### config.mk
export PLATFORM = sky130hd
export DESIGN_NAME = entropy_harvester
export DESIGN_NICKNAME = d
export VERILOG_FILES = /design/src/rtl/rng_pkg.sv /design/src/rtl/rng_fifo.sv /design/src/rtl/entropy_harvester.sv
export SDC_FILE = /design/constraint.sdc
export NUM_CORES = 1
export LEC_CHECK = 0
export BUFFER_PORTS_ARGS = -buffer_cell sky130_fd_sc_hd__buf_4
export CAP_MARGIN = 20
export CORE_MARGIN = 5
export CORE_UTILIZATION = 25
export CTS_CLUSTER_DIAMETER = 80
export DETAILED_ROUTE_END_ITERATION = 12
export PLACE_DENSITY = 0.38
export SLEW_MARGIN = 20
export SYNTH_ARGS = -nofsm -noshare
export SYNTH_HDL_FRONTEND = slang
export SYNTH_SLANG_ARGS = --single-unit
export TNS_END_PERCENT = 20
### constraint.sdc
create_clock -name Clk -period 5.3 [get_ports Clk]
set_clock_uncertainty 0.05 [all_clocks]
set_input_delay 0.53 -clock Clk [delete_from_list [all_inputs] [get_ports Clk]]
set_output_delay 0.53 -clock Clk [all_outputs]
set_load 0.03 [all_outputs]
### src/rtl/rng_pkg.sv
// Shared defaults and types for the entropy harvester and its output FIFO.
package rng_pkg;

  localparam int SAMPLE_DIV = 8;
  localparam int WORD_W     = 16;
  localparam int FIFO_DEPTH = 4;
  localparam int REP_LIMIT  = 32;

  typedef enum logic {
    PAIR_FIRST,
    PAIR_SECOND
  } pair_state_e;

endpackage

### src/rtl/rng_fifo.sv
// Synchronous show-ahead word FIFO with a flush input; the head reads as zero when empty.
module rng_fifo #(
  parameter int DATA_W = 16,
  parameter int DEPTH  = 4
) (
  input  logic                    Clk,
  input  logic                    Reset,
  input  logic                    flush_i,
  input  logic                    push_i,
  input  logic [DATA_W-1:0]       data_i,
  input  logic                    pop_i,
  output logic [DATA_W-1:0]       head_o,
  output logic                    empty_o,
  output logic [$clog2(DEPTH):0]  count_o
);

  localparam int                PTR_W    = $clog2(DEPTH);
  localparam logic [PTR_W:0]    FULL_CNT = (PTR_W + 1)'(DEPTH);

  logic [DATA_W-1:0] mem_q [DEPTH];
  logic [PTR_W:0]    wr_q, wr_d;
  logic [PTR_W:0]    rd_q, rd_d;
  logic              full;
  logic              do_push;
  logic              do_pop;

  // Pointers carry one extra wrap bit so full and empty stay distinguishable.
  assign count_o = wr_q - rd_q;
  assign empty_o = (count_o == '0);
  assign full    = (count_o == FULL_CNT);
  assign do_pop  = pop_i && !empty_o;
  assign do_push = push_i && (!full || do_pop);
  assign head_o  = empty_o ? '0 : mem_q[rd_q[PTR_W-1:0]];

  always_comb begin
    wr_d = do_push ? wr_q + 1'b1 : wr_q;
    rd_d = do_pop  ? rd_q + 1'b1 : rd_q;
  end

  always_ff @(posedge Clk) begin
    if (Reset || flush_i) begin
      wr_q <= '0;
      rd_q <= '0;
    end else begin
      wr_q <= wr_d;
      rd_q <= rd_d;
    end
  end

  // NOTE: storage has no reset; only the pointers decide which entries are live, and the head is masked when empty.
  always_ff @(posedge Clk) begin
    if (do_push && !flush_i) begin
      mem_q[wr_q[PTR_W-1:0]] <= data_i;
    end
  end

endmodule

### src/rtl/entropy_harvester.sv
// Samples a raw entropy bit, von Neumann debiases it, packs words into a FIFO and
// runs a repetition-count health test that flushes and blocks output on failure.
module entropy_harvester #(
  parameter int SAMPLE_DIV = rng_pkg::SAMPLE_DIV,
  parameter int WORD_W     = rng_pkg::WORD_W,
  parameter int FIFO_DEPTH = rng_pkg::FIFO_DEPTH,
  parameter int REP_LIMIT  = rng_pkg::REP_LIMIT
) (
  input  logic                         Clk,
  input  logic                         Reset,
  input  logic                         rand_bit,
  input  logic                         rd_en,
  output logic [WORD_W-1:0]            rand_word,
  output logic                         word_valid,
  output logic [$clog2(FIFO_DEPTH):0]  fill_count,
  output logic                         health_fail
);

  import rng_pkg::*;

  localparam int DIV_W = (SAMPLE_DIV > 1) ? $clog2(SAMPLE_DIV) : 1;
  localparam int BIT_W = (WORD_W > 1) ? $clog2(WORD_W) : 1;
  localparam int RUN_W = $clog2(REP_LIMIT + 1);

  logic [DIV_W-1:0]  div_q, div_d;
  pair_state_e       pair_q, pair_d;
  logic              first_q, first_d;
  logic              last_q, last_d;
  logic [RUN_W-1:0]  run_q, run_d;
  logic [WORD_W-1:0] acc_q, acc_d;
  logic [BIT_W-1:0]  bit_cnt_q, bit_cnt_d;
  logic              health_fail_q, health_fail_d;

  logic sample_stb;
  logic emit;
  logic word_done;
  logic push;
  logic pop;
  logic fifo_empty;

  assign sample_stb = (div_q == DIV_W'(SAMPLE_DIV - 1));

  // NOTE: every _d takes its _q value first, so no path through this block can infer a latch.
  always_comb begin
    div_d         = sample_stb ? '0 : div_q + 1'b1;
    pair_d        = pair_q;
    first_d       = first_q;
    last_d        = last_q;
    run_d         = run_q;
    acc_d         = acc_q;
    bit_cnt_d     = bit_cnt_q;
    health_fail_d = health_fail_q;
    emit          = 1'b0;
    word_done     = 1'b0;

    if (sample_stb) begin
      case (pair_q)
        PAIR_FIRST: begin
          first_d = rand_bit;
          pair_d  = PAIR_SECOND;
        end
        default: begin
          pair_d = PAIR_FIRST;
          emit   = (rand_bit != first_q);
        end
      endcase

      // A zero run count marks "no sample seen since reset".
      last_d = rand_bit;
      if (run_q == '0 || rand_bit != last_q) begin
        run_d = RUN_W'(1);
      end else if (run_q != RUN_W'(REP_LIMIT)) begin
        run_d = run_q + 1'b1;
      end
      if (run_d == RUN_W'(REP_LIMIT)) begin
        health_fail_d = 1'b1;
      end
    end

    if (emit) begin
      acc_d     = {acc_q[WORD_W-2:0], first_q};
      word_done = (bit_cnt_q == BIT_W'(WORD_W - 1));
      bit_cnt_d = word_done ? '0 : bit_cnt_q + 1'b1;
    end
  end

  // A failure detected this cycle already blocks the push and flushes the FIFO.
  assign push = word_done && !health_fail_d;
  assign pop  = rd_en && word_valid;

  // NOTE: state registers use non-blocking assignments so every register samples pre-edge values.
  always_ff @(posedge Clk) begin
    if (Reset) begin
      div_q         <= '0;
      pair_q        <= PAIR_FIRST;
      first_q       <= 1'b0;
      last_q        <= 1'b0;
      run_q         <= '0;
      acc_q         <= '0;
      bit_cnt_q     <= '0;
      health_fail_q <= 1'b0;
    end else begin
      div_q         <= div_d;
      pair_q        <= pair_d;
      first_q       <= first_d;
      last_q        <= last_d;
      run_q         <= run_d;
      acc_q         <= acc_d;
      bit_cnt_q     <= bit_cnt_d;
      health_fail_q <= health_fail_d;
    end
  end

  rng_fifo #(
    .DATA_W (WORD_W),
    .DEPTH  (FIFO_DEPTH)
  ) u_fifo (
    .Clk     (Clk),
    .Reset   (Reset),
    .flush_i (health_fail_d),
    .push_i  (push),
    .data_i  (acc_d),
    .pop_i   (pop),
    .head_o  (rand_word),
    .empty_o (fifo_empty),
    .count_o (fill_count)
  );

  assign word_valid  = !fifo_empty && !health_fail_q;
  assign health_fail = health_fail_q;

endmodule

* After elaboration in Yosys (flattened, before gate mapping)
Memories as Yosys holds them, arrays and structs flattened. A register that Yosys moved wholly into a read port is not among the register bits.
Index checks and enable logic that the tools add are counted.
** Operators by class
- Shifts and indexed selects :: 0
- Multiply operators :: 0
- Add/subtract/negate cells :: 6
- $lt $le $gt $ge :: 0
- Reductions and logical operators :: 17
- Equality and inequality tests :: 7
- Divide/modulo/power cells :: 0
- Muxes and demuxes :: 16
- Bitwise logic cells :: 1
** Operator list (count)
- 2-to-1 mux 16 bit :: 2
- 2-to-1 mux 6 bit :: 3
- adder 3 x 1 -> 3 bit, second input constant :: 3
- 2-to-1 mux 1 bit :: 8
- adder 6 x 1 -> 6 bit, second input constant :: 1
- equality test 3 bit, second input constant :: 2
- equality test 6 bit, second input constant :: 1
- logical AND 1 bit :: 6
- zero test 6 bit :: 1
- inequality test 6 bit, second input constant :: 1
- adder 4 x 1 -> 4 bit, second input constant :: 1
- equality test 4 bit, second input constant :: 1
- zero test 1 bit :: 4
- 2-to-1 mux 2 bit :: 2
- 2-to-1 mux 4 bit :: 1
- zero test 3 bit :: 1
- logical OR 1 bit :: 3
- subtractor 3 bit :: 1
- inequality test 1 bit :: 2
- AND reduction 2 bit :: 1
- OR reduction 2 bit :: 1
- NOT 1 bit :: 1
** Storage, ports and cells
- Memories :: 1
- Memory bits (writable) :: 64
- Register bits :: 39
- Bits in read-only memories :: 0
- Input bits :: 4
- Latch bits :: 0
** Memories
- u_fifo.mem_q :: words 4, bits a word 16, read ports 1, clocked after Yosys merged registers in 1, wr ports 1, line rng_fifo.sv:20 : logic [DATA_W-1:0] mem_q [DEPTH];

* Longest topological paths before layout
Gate-level depths: netlist of the first run.
- Word-level depth :: 13
- Depth in mapped cells :: 8
- Gate-level depth less buffers :: 8

* By module
A second synthesis of the first run with hierarchy kept.
** Second synthesis, totals
- Cells, all modules :: 321
- Area total of the unflattened synthesis :: 4579.4 sq um
** By module, submodules not included
- rng_fifo :: instances 1, cells an instance 157, sequential area each 2082.0 sq um, area each 2945.3 sq um
- entropy_harvester :: instances 1, cells an instance 164, sequential area each 660.6 sq um, area each 1634.1 sq um

* Worst setup path after synthesis of the first run
OpenSTA, ideal clock, no wires.
- Path type :: reg2reg
- Start :: register u_fifo.wr_q[0]
- End :: memory u_fifo.mem_q[0][0] (enable)
- Cell stages (with the launch flop) :: 8
- Setup slack :: 1280 ps
- Arrival time :: 3534 ps
- Clock period less this slack :: 4020 ps
- Library setup time :: 436 ps
- Cells stage by stage :: dfxtp_1 -> inv_1 -> ha_1 -> fa_1 -> xor3_1 -> nand4_1 -> nand3_1 -> nor4b_1
** Between the ends
- Word-level cells in the longest chain between the ends :: 11
** Ends and longest elaborated chain
- start: declaration :: line rng_fifo.sv:21 : logic [PTR_W:0] wr_q, wr_d;
- start signal: assignment :: line rng_fifo.sv:45 : wr_q <= wr_d;
- subtractor 3 bit * :: line rng_fifo.sv:28 : assign count_o = wr_q - rd_q;
- net fill_count[2] :: line entropy_harvester.sv:15 : output logic [$clog2(FIFO_DEPTH):0] fill_count,
- zero test 3 bit :: line rng_fifo.sv:29 : assign empty_o = (count_o == '0);
- zero test 1 bit :: line rng_fifo.sv:31, entropy_harvester.sv:129
- logical AND 1 bit :: line entropy_harvester.sv:129 : assign word_valid = !fifo_empty && !health_fail_q;
- logical AND 1 bit :: line entropy_harvester.sv:89 : assign pop = rd_en && word_valid;
- logical AND 1 bit :: line rng_fifo.sv:31 : assign do_pop = pop_i && !empty_o;
- logical OR 1 bit * :: line rng_fifo.sv:32 : assign do_push = push_i && (!full || do_pop);
- logical AND 1 bit * :: line rng_fifo.sv:32
- logical AND 1 bit * :: line rng_fifo.sv:52 : if (do_push && !flush_i) begin
- 2-to-1 mux 1 bit * :: line rng_fifo.sv:52
- 2-to-1 mux 1 bit (implied by the code) * :: line rng_fifo.sv:53 : mem_q[wr_q[PTR_W-1:0]] <= data_i;
- end: declaration :: line rng_fifo.sv:20
The timed path passes the listed nets; every way through them passes the cells marked *.

* Worst setup path in the final report of the first run
- Start :: register u_fifo.wr_q[0]
- End :: output port rand_word[11]
** Between the ends
- Word-level cells in the longest chain between the ends :: 3
** Ends and longest elaborated chain
- subtractor 3 bit :: line rng_fifo.sv:28
- zero test 3 bit :: line rng_fifo.sv:29
- 2-to-1 mux 16 bit :: line rng_fifo.sv:33 : assign head_o = empty_o ? '0 : mem_q[rd_q[PTR_W-1:0]];
- end: declaration :: line entropy_harvester.sv:13 : output logic [WORD_W-1:0] rand_word,
No other way between the ends.

==> results of run 1 <==
==> metrics by stage <==
stage                     total power [mW]  cell area (µm²)  utilization [%]
after global routing                  2.27             5170             29.7
after global placement                1.59             4910             28.2
after CTS                             2.22             5170             29.7
final                                 2.16             5170             29.7
after floorplan                       1.33             4460                -
after detailed placement              1.59             4910             28.2
==> state kept, by name, indices dropped and copies added, names as in the netlist, named ones only <==
| name | cells |
|---|---|
| u_fifo.rd_q | 3 |
| first_q | 1 |
| u_fifo.mem_q | 64 |
| pair_q | 1 |
| div_q | 3 |
| u_fifo.wr_q | 3 |
| last_q | 1 |
| bit_cnt_q | 4 |
| run_q | 6 |
| health_fail | 1 |
| acc_q | 16 |
==> worst max-delay path by stage <==
| stage | slack [ns] | startpoint | depth (start not counted) | to |
|---|---|---|---|---|
| after detailed placement | 2.28 | u_fifo.wr_q[0] | 7 | rand_word[11] |
| after global placement | 2.31 | u_fifo.wr_q[0] | 7 | rand_word[11] |
| after floorplan | 1.28 | u_fifo.wr_q[0] | 7 | u_fifo.mem_q[0][0] |
| after global routing | 1.76 | u_fifo.wr_q[0] | 7 | rand_word[11] |
| after CTS | 1.88 | u_fifo.wr_q[0] | 7 | rand_word[11] |
| final | 2.00 | u_fifo.wr_q[0] | 7 | rand_word[11] |
==> cell families after synthesis <==
group / Yosys count
AOI/OAI and AO/OA: 25
DFF: 105
adders and majority gates: 12
buffers and inverters: 23
and+or+nand+nor: 94
muxes: 38
xor gates and xnor gates: 9
==> critical path: stages, from the launching register on <==
cell and delay, ns:
dfxtp_1 0.36, inv_1 0.11, ha_1 0.21, fa_1 0.38, xor3_1 0.26, nor3_4 0.71
nor2b_1 0.13, buf_4 0.21
==> layout by cell type, fill, tap and decap left out, drive strengths merged, types with 2 or more instances in the layout <==
master	synthesis	final
edfxtp	64	64
dfxtp	41	41
nor2b	34	34
buf	9	30
nor2	20	20
mux4	16	16
mux2	16	16
clkbuf	7	14
ha	11	11
nand2	8	8
inv	7	8
a21oi	8	8
o21ai	7	7
xor2	6	6
mux2i	6	6
and3	5	5
nor4b	5	5
nor3	4	4
nand2b	3	3
a22oi	3	3
nand3	3	3
or3	2	2
a211oi	2	2
xnor2	2	2
nand4	2	2
nor3b	2	2
nand3b	2	2
==> report_power, final <==
part           switching [mW]  internal [mW]
sequential             0.0264          0.866
combinational           0.423          0.233
clock                   0.281          0.334
==> layout make-up <==
class | count | share of cell area, %
Sequential cell | 105 | 53.0
Multi-Input combinational cell | 178 | 31.5
Tap cell | 225 | 5.44
Clock buffer | 14 | 4.91
Timing Repair Buffer | 30 | 4.35
Inverter | 7 | 0.508
Clock inverter | 2 | 0.266
==> metal layers <==
| metal | up-vias | track usage (%) | wire (µm) |
|---|---|---|---|
| met5 | - | 0 | 0 |
| met4 | 0 | 4.61 | 172 |
| met3 | 12 | 1.70 | 243 |
| met2 | 24 | 14.3 | 4120 |
| met1 | 1161 | 11.8 | 4200 |
| li1 | 1176 | - | - |
==> results, run 1 <==
- The post-CTS clock slew at the launch and capture registers of the worst setup and hold paths is 0.06 ns.
- The minimum clock period is 3.30 ns.
- The slew at the pin with the worst max-slew slack is 0.893 ns.
- Multiplexer cells account for 13.5% of the synthesized area.
- Detailed placement finished with a half-perimeter wire length of 5620 µm.
- From left edge to right edge, the die measures 144 µm.
- Of all cell types, the one taking the most synthesized area is edfxtp_1.
- The number of diodes added for antenna fixing is 0.
- The number of maximum-capacitance constraint violations is 0.
- The power density over the cells is 418 nW/µm².
- The maximum ir drop on the vdd rail is 220 µV.
- STA classifies the critical path endpoint as an output port.
- Summing the sequential cell areas from Yosys gives 61.6% of the chip area.
- The TritonCTS buffer count is 9.
- The worst register-to-register path begins at div_q[0].
- Hold repair after CTS inserted 0 buffers.
- The area growth from synthesis to layout is 16.1%.
- The leakage component of the power is 1.69 nW.
- The post-cts sizing count is 0.
- Across all hold checks on the routed design, the worst slack comes to 0.374 ns.
- Once detail routing completed, the nets flagged for antenna violations numbered 0.
- The count of filler cells inserted in the layout is 1778.
- At the later pin of the worst-skew pair, clock insertion delay measures 0.34 ns.
- The depth of the worst register-to-register path is 7.
- For flop-to-flop paths, the worst setup slack is 2.51 ns.
- The initial standard-cell utilization of the core is 25.6%.
- During placement, the flow inserted port buffers numbering 24.
- In the synthesized netlist the dominant register cell turns out to be edfxtp_1.
- The post-synthesis area per instance is 14.6 µm².
- The TritonCTS clock tree is yes.
- Setup repair after global routing left no endpoint under its margin.
- The via count of the first global-routing pass is 2547.
- Of the post-synthesis cell area, the dominant cell type holds 43.1%.
- The number of distinct standard cells referenced by the synthesized netlist is 48.
- After layout, the worst path uses 62.3% of the clock period.
- The count of TritonRoute iterations in the first routing pass is 4.
- The clock passes through at most 2 buffers.
- The fraction of the mapped netlist area in simple logic gates is 12.7%.
- The count of flip-flops with a built-in enable after synthesis is 64.
- The number of antenna violations at the first check in global routing is 0.
- In this run the clock root is driven by a clkbuf_16.
- The most common cell in the synthesized netlist is edfxtp_1.
- By area the synthesized netlist is led by edfxtp_1 (43%), dfxtp_1 (18%), mux4_2 (8.1%).
- The first global-routing pass estimated 14100 µm of wire.
- The hold path startpoint is div_q[0].
- The remaining design rule violation count is 0.
- The class of the tightest hold or removal check is flip-flop to flip-flop.
- The region available for standard cell placement spans 17400 µm².
- Counting instances, the worst hold path has a depth of 1.
- After clock tree synthesis, the setup repair step added 0 buffers.
- The worst setup path is launched from a flip-flop.
- The worst setup path is of the flip-flop to output port kind.
- The floorplan has 48 rows.
- The number of failing hold endpoints at the final stage came to 0.
- Entering global routing, the biggest net connects 35 pins.
- The fraction of final layout cells sized beyond drive strength 1 is 21.1%.
- The die is 144 µm tall.
- The final global-route overflow total is 0.
- The synthesized cell area is 4460 µm².
- The detail-routed via count per cell is 4.23.
- After Yosys synthesis, XOR and XNOR cells account for 2.11% of the synthesized area.
- The run finished with clean final reports.
- The number of pins exceeding their max-slew limit in the final report is 0.
- The yosys synthesis warning count is 0.
- In this run the count of I/O pins placed on the die edge is 25.
- The tree built by TritonCTS fans out to 105 sinks.
- OpenSTA, run right after detailed placement, puts the worst setup slack at 2.28 ns.
- The total via count in the routed design is 2373.
- The area fraction in compound gates after synthesis is 4.18%.
- The adder and majority gate portion of the synthesized area is 3.54%.
- The number of levels in the clock H-tree is 3.
- The final setup TNS is 0 ns.
- The synthesized instance count is 306.
- Routability-driven placement finished with a final weighted congestion of 0.702.
- The detailed router's first-iteration violation count is 92.
- In the final layout, the multi-input gates occupy 1630 µm².
- For hold timing, the worst endpoint is div_q[0].
- In the global route stage, overall resource usage came out at 9.04%.
- The data arrival time of the critical path is 2.72 ns.
- STA puts the critical path data required time at 4.72 ns.
- The sequential cell area is 2740 µm².
- The floorplan step defined a die boundary enclosing 20600 µm².
- In this run the critical register-to-register path is captured at u_fifo.mem_q[2][5].
- The post-layout instance count excluding filler cells is 561.
- Along the worst path, the maximum fanout reaches 19.
- After synthesis, the share of flip-flops with an asynchronous set or reset is 0%.
- The dominant combinational cell family by area after synthesis is multiplexers.
- The placed cell count is 545.
- The net count of the finished layout is 347.
- Setup slack closes at 2.00 ns.
- Static timing analysis puts the maximum clock frequency at 303 MHz.
- By count the netlist is led by edfxtp_1 (64), dfxtp_1 (41), nor2b_1 (34).
- The detailed-route wire length per cell is 15.6 µm.
- After synthesis the netlist holds a flip-flop and latch count of 105.
- Setup violations remaining at the end of the flow were counted as 0.
- The worst pin sits at a relative slew slack of 40.3%.
- The number of nets handed over by synthesis was 322.
- The total wire length is 8730 µm.
(Power assumes the default switching activity.)
==> run 2, diff against run 1 <==
--- a/config.mk
+++ b/config.mk
@@ -11,7 +11,7 @@
 export CORE_UTILIZATION = 25
 export CTS_CLUSTER_DIAMETER = 80
 export DETAILED_ROUTE_END_ITERATION = 12
-export PLACE_DENSITY = 0.38
+export PLACE_DENSITY = 0.4
 export SLEW_MARGIN = 20
 export SYNTH_ARGS = -nofsm -noshare
 export SYNTH_HDL_FRONTEND = slang
==> constraint.sdc (replaced) <==
create_clock -name Clk -period 2.95 [get_ports Clk]
set_clock_uncertainty 0.05 [all_clocks]
set_input_delay 0.295 -clock Clk [delete_from_list [all_inputs] [get_ports Clk]]
set_output_delay 0.295 -clock Clk [all_outputs]
set_load 0.03 [all_outputs]
==> run 2 against run 1 <==
Clock-buffer cell count decreased by 2; sequential share of layout area shrank 1.3 points; non-clock buffer count grew 6; setup slack lost 1.8 ns; global-route usage shrank 0.12 points; largest power group unchanged; highest routed layer unchanged.
==> results, run 2 (synthesis results as in run 1) <==
- The flow ran to the end, and the final reports show no timing, DRC or antenna violations.
- The detailed router's first-iteration violation count is 75.
- The first detailed-routing pass ran for 4 iterations.
- In this run the most critical hold path is launched from rand_bit.
- Counting the buffers created by CTS gives 9.
- The minimum clock period is 2.72 ns.
- The number of maximum-capacitance constraint violations is 0.
- The startpoint type of the worst setup path is a flip-flop.
- Of the total power, the share spent switching nets is 34.3%.
- In the final routed layout, each cell accounts on average for 15.0 µm.
- Once detail routing completed, the nets flagged for antenna violations numbered 0.
- Compared with the post-synthesis result, the final layout area differs by 19.2%.
- Global routing used 8.92% of the available tracks.
- The total via count in the routed design is 2410.
- The final global-route overflow total is 0.
- The number of antenna violations at the first check in global routing was 0.
- The final setup TNS is 0 ns.
- Setup repair after global routing left no endpoint under its margin.
- The number of pins exceeding their max-slew limit in the final report is 0.
- The via count of the first global-routing pass is 2507.
- The most prevalent standard cell on the critical path is buf_4.
- In this run the number of cells on the critical path is 8.
- For this run, design rule violations remaining after detail routing come to 0.
- The number of flip-flops in the largest register is 64.
- The number of buffers and inverters on the critical path is 3.
- The worst hold path passes through 3 cells.
- The number of I/O pins is 25.
- After detailed placement, the total cell area comes to 5040 µm².
- The congestion estimate from routability-driven global placement came to 0.699.
- After layout, the design draws a total of 3.91 mW.
- The internal power of the cells totals 2.57 mW.
- The depth of the worst register-to-register path is 8.
- The H-tree was split into 3 levels.
- Entering global routing, the biggest net connects 35 pins.
- The classification of the worst setup path is flip-flop to output port.
- The slew at the pin with the worst max-slew slack is 0.563 ns.
- The net switching power figure is 1.34 mW.
- Dividing total power by cell area gives a power density of 736 nW/µm².
- The clock net sink count is 105.
- Summed over all cells, the static leakage comes to 1.74 nW.
- The number of failing hold endpoints at the final stage is 0.
- After detailed routing, the number of vias per cell comes to 4.25.
- At the worst endpoint, the arrival time is 2.37 ns.
- The cell row count is 48.
- The longest clock path from root to sink contains 2 buffers.
- Along the worst path, the maximum fanout reaches 18.
- In this run, the clock network consumes 28.1% of the power.
- Buffers inserted to repair hold after CTS numbered 0.
- The endpoint class of the critical path is an output port.
- The detailed placement HPWL is 5630 µm.
- 0 antenna diodes ended up in the layout.
- In the layout the commonest cells are edfxtp_1 (64), dfxtp_1 (41), nor2b_1 (34).
- The region available for standard cell placement spans 17400 µm².
- The fraction of final layout cells sized beyond drive strength 1 is 23.4%.
- The net count of the finished layout is 353.
- STA puts the critical path data required time at 2.61 ns.
- The class of the tightest hold or removal check is input pin to flip-flop.
- Leaving out fill and tap cells, the most frequent cell in the layout is edfxtp_1.
- The internal reg-to-reg setup slack is 0.27 ns.
- The TritonCTS clock tree is yes.
- Walking the worst path, the cells encountered are inv_1, ha_1, fa_1, xor3_2, nor3_4, buf_4, nor2b_1, buf_4.
- The combinational fraction of design power is 31.6%.
- The total of endpoints with negative setup slack in the final report is 0.
- The later pin in the worst-skew pair is clocked with a latency of 0.34 ns.
- VDD sags by at most 418 µV.
- The library cell contributing the largest single delay on the critical path is fa_1.
- The total non-filler cell area in the finished layout is 5310 µm².
- The worst pin sits at a relative slew slack of 62.2%.
- The die is 144 µm wide.
- Among cell families on the critical path, the largest total delay comes from buffers and inverters.
- The end of the worst register-to-register path is u_fifo.mem_q[0][2].
- Across all hold checks on the routed design, the worst slack comes to 0.176 ns.
- Summed over all layers, the routed wires come to 8510 µm.
- Cells fill 30.5% of the core in the end.
- The power share of the sequential group is 40.3%.
- The capture endpoint of the worst hold path is first_q.
- The root buffer cell chosen for the clock tree is clkbuf_16.
- The achievable clock frequency is 368 MHz.
- The height of the die is 144 µm.
- The count of buffers from port buffering is 24.
- The die covers 20600 µm².
- The final critical path takes up 92.2% of the cycle.
- The initial utilization of the core area, before any placement, comes to 25.6%.
- On the worst path, the slowest cell contributes a delay of 0.37 ns.
- The worst register-to-register path begins at u_fifo.wr_q[0].
- The post-CTS clock slew at the launch and capture registers of the worst setup and hold paths is 0.07 ns.
- The total setup buffers inserted after CTS is 0.
- The post-cts sizing count is 0.
- The wire length of the first global-routing pass is 13800 µm.
run 2: cell types whose count changed in the layout (fill, tap and decap cells not counted), sizes merged:
cell and delta:
inv +1, buf +6, clkbuf -2, clkinv -1, clkinvlp +2
run 2: area by class of cell:
| class | count | area, µm² |
|---|---|---|
| fillers | 1766 | 12100 |
| inverters | 7 | 26.3 |
| flip-flops and latches | 105 | 2740 |
| clock inverters | 4 | 30.0 |
| multi-input cells | 178 | 1670 |
| repair buffers | 36 | 320 |
| clock buffers | 12 | 236 |
| well taps | 225 | 282 |
run 2: per-layer routing:
metal,up-vias,global-route usage (%),part of all wire [%]
met2,31,13.6,46
li1,1188,-,-
met1,1179,11.8,47
met4,0,3.72,1.9
met3,12,2.70,4.1
met5,-,0,0
run 2: tightest hold or removal path, cell delays in order:
cell and delay (ns):
buf_4 0.11, mux2i_1 0.06, nor2_1 0.07
run 2: worst max-delay path by stage:
| stage | start | end | slack [ns] |
|---|---|---|---|
| 2_1_floorplan | u_fifo.wr_q[0] | u_fifo.mem_q[0][0] | 0.009 |
| 3_3_place_gp | u_fifo.wr_q[0] | u_fifo.mem_q[0][3] | 0.28 |
| 3_5_place_dp | u_fifo.wr_q[0] | u_fifo.mem_q[0][8] | 0.24 |
| 5_1_grt | u_fifo.wr_q[0] | rand_word[0] | 0.07 |
| 6_report | u_fifo.wr_q[0] | rand_word[0] | 0.23 |
| 4_1_cts | u_fifo.wr_q[0] | rand_word[0] | 0.13 |
run 2: stage by stage:
stage          worst slack (ns)  std cells
6_report                  0.232        567
4_1_cts                   0.133        567
3_5_place_dp              0.242        551
2_1_floorplan           0.00917        306
5_1_grt                  0.0662        567
3_3_place_gp              0.284        551
run 2: power by group through the flow:
stage | clock network [mW] | registers, mW | logic (mW)
floorplan | 0 | 1.60 | 0.797
global placement | 0 | 1.61 | 1.28
detailed placement | 0 | 1.61 | 1.29
CTS | 1.14 | 1.58 | 1.29
global route | 1.20 | 1.58 | 1.34
finish | 1.10 | 1.58 | 1.24
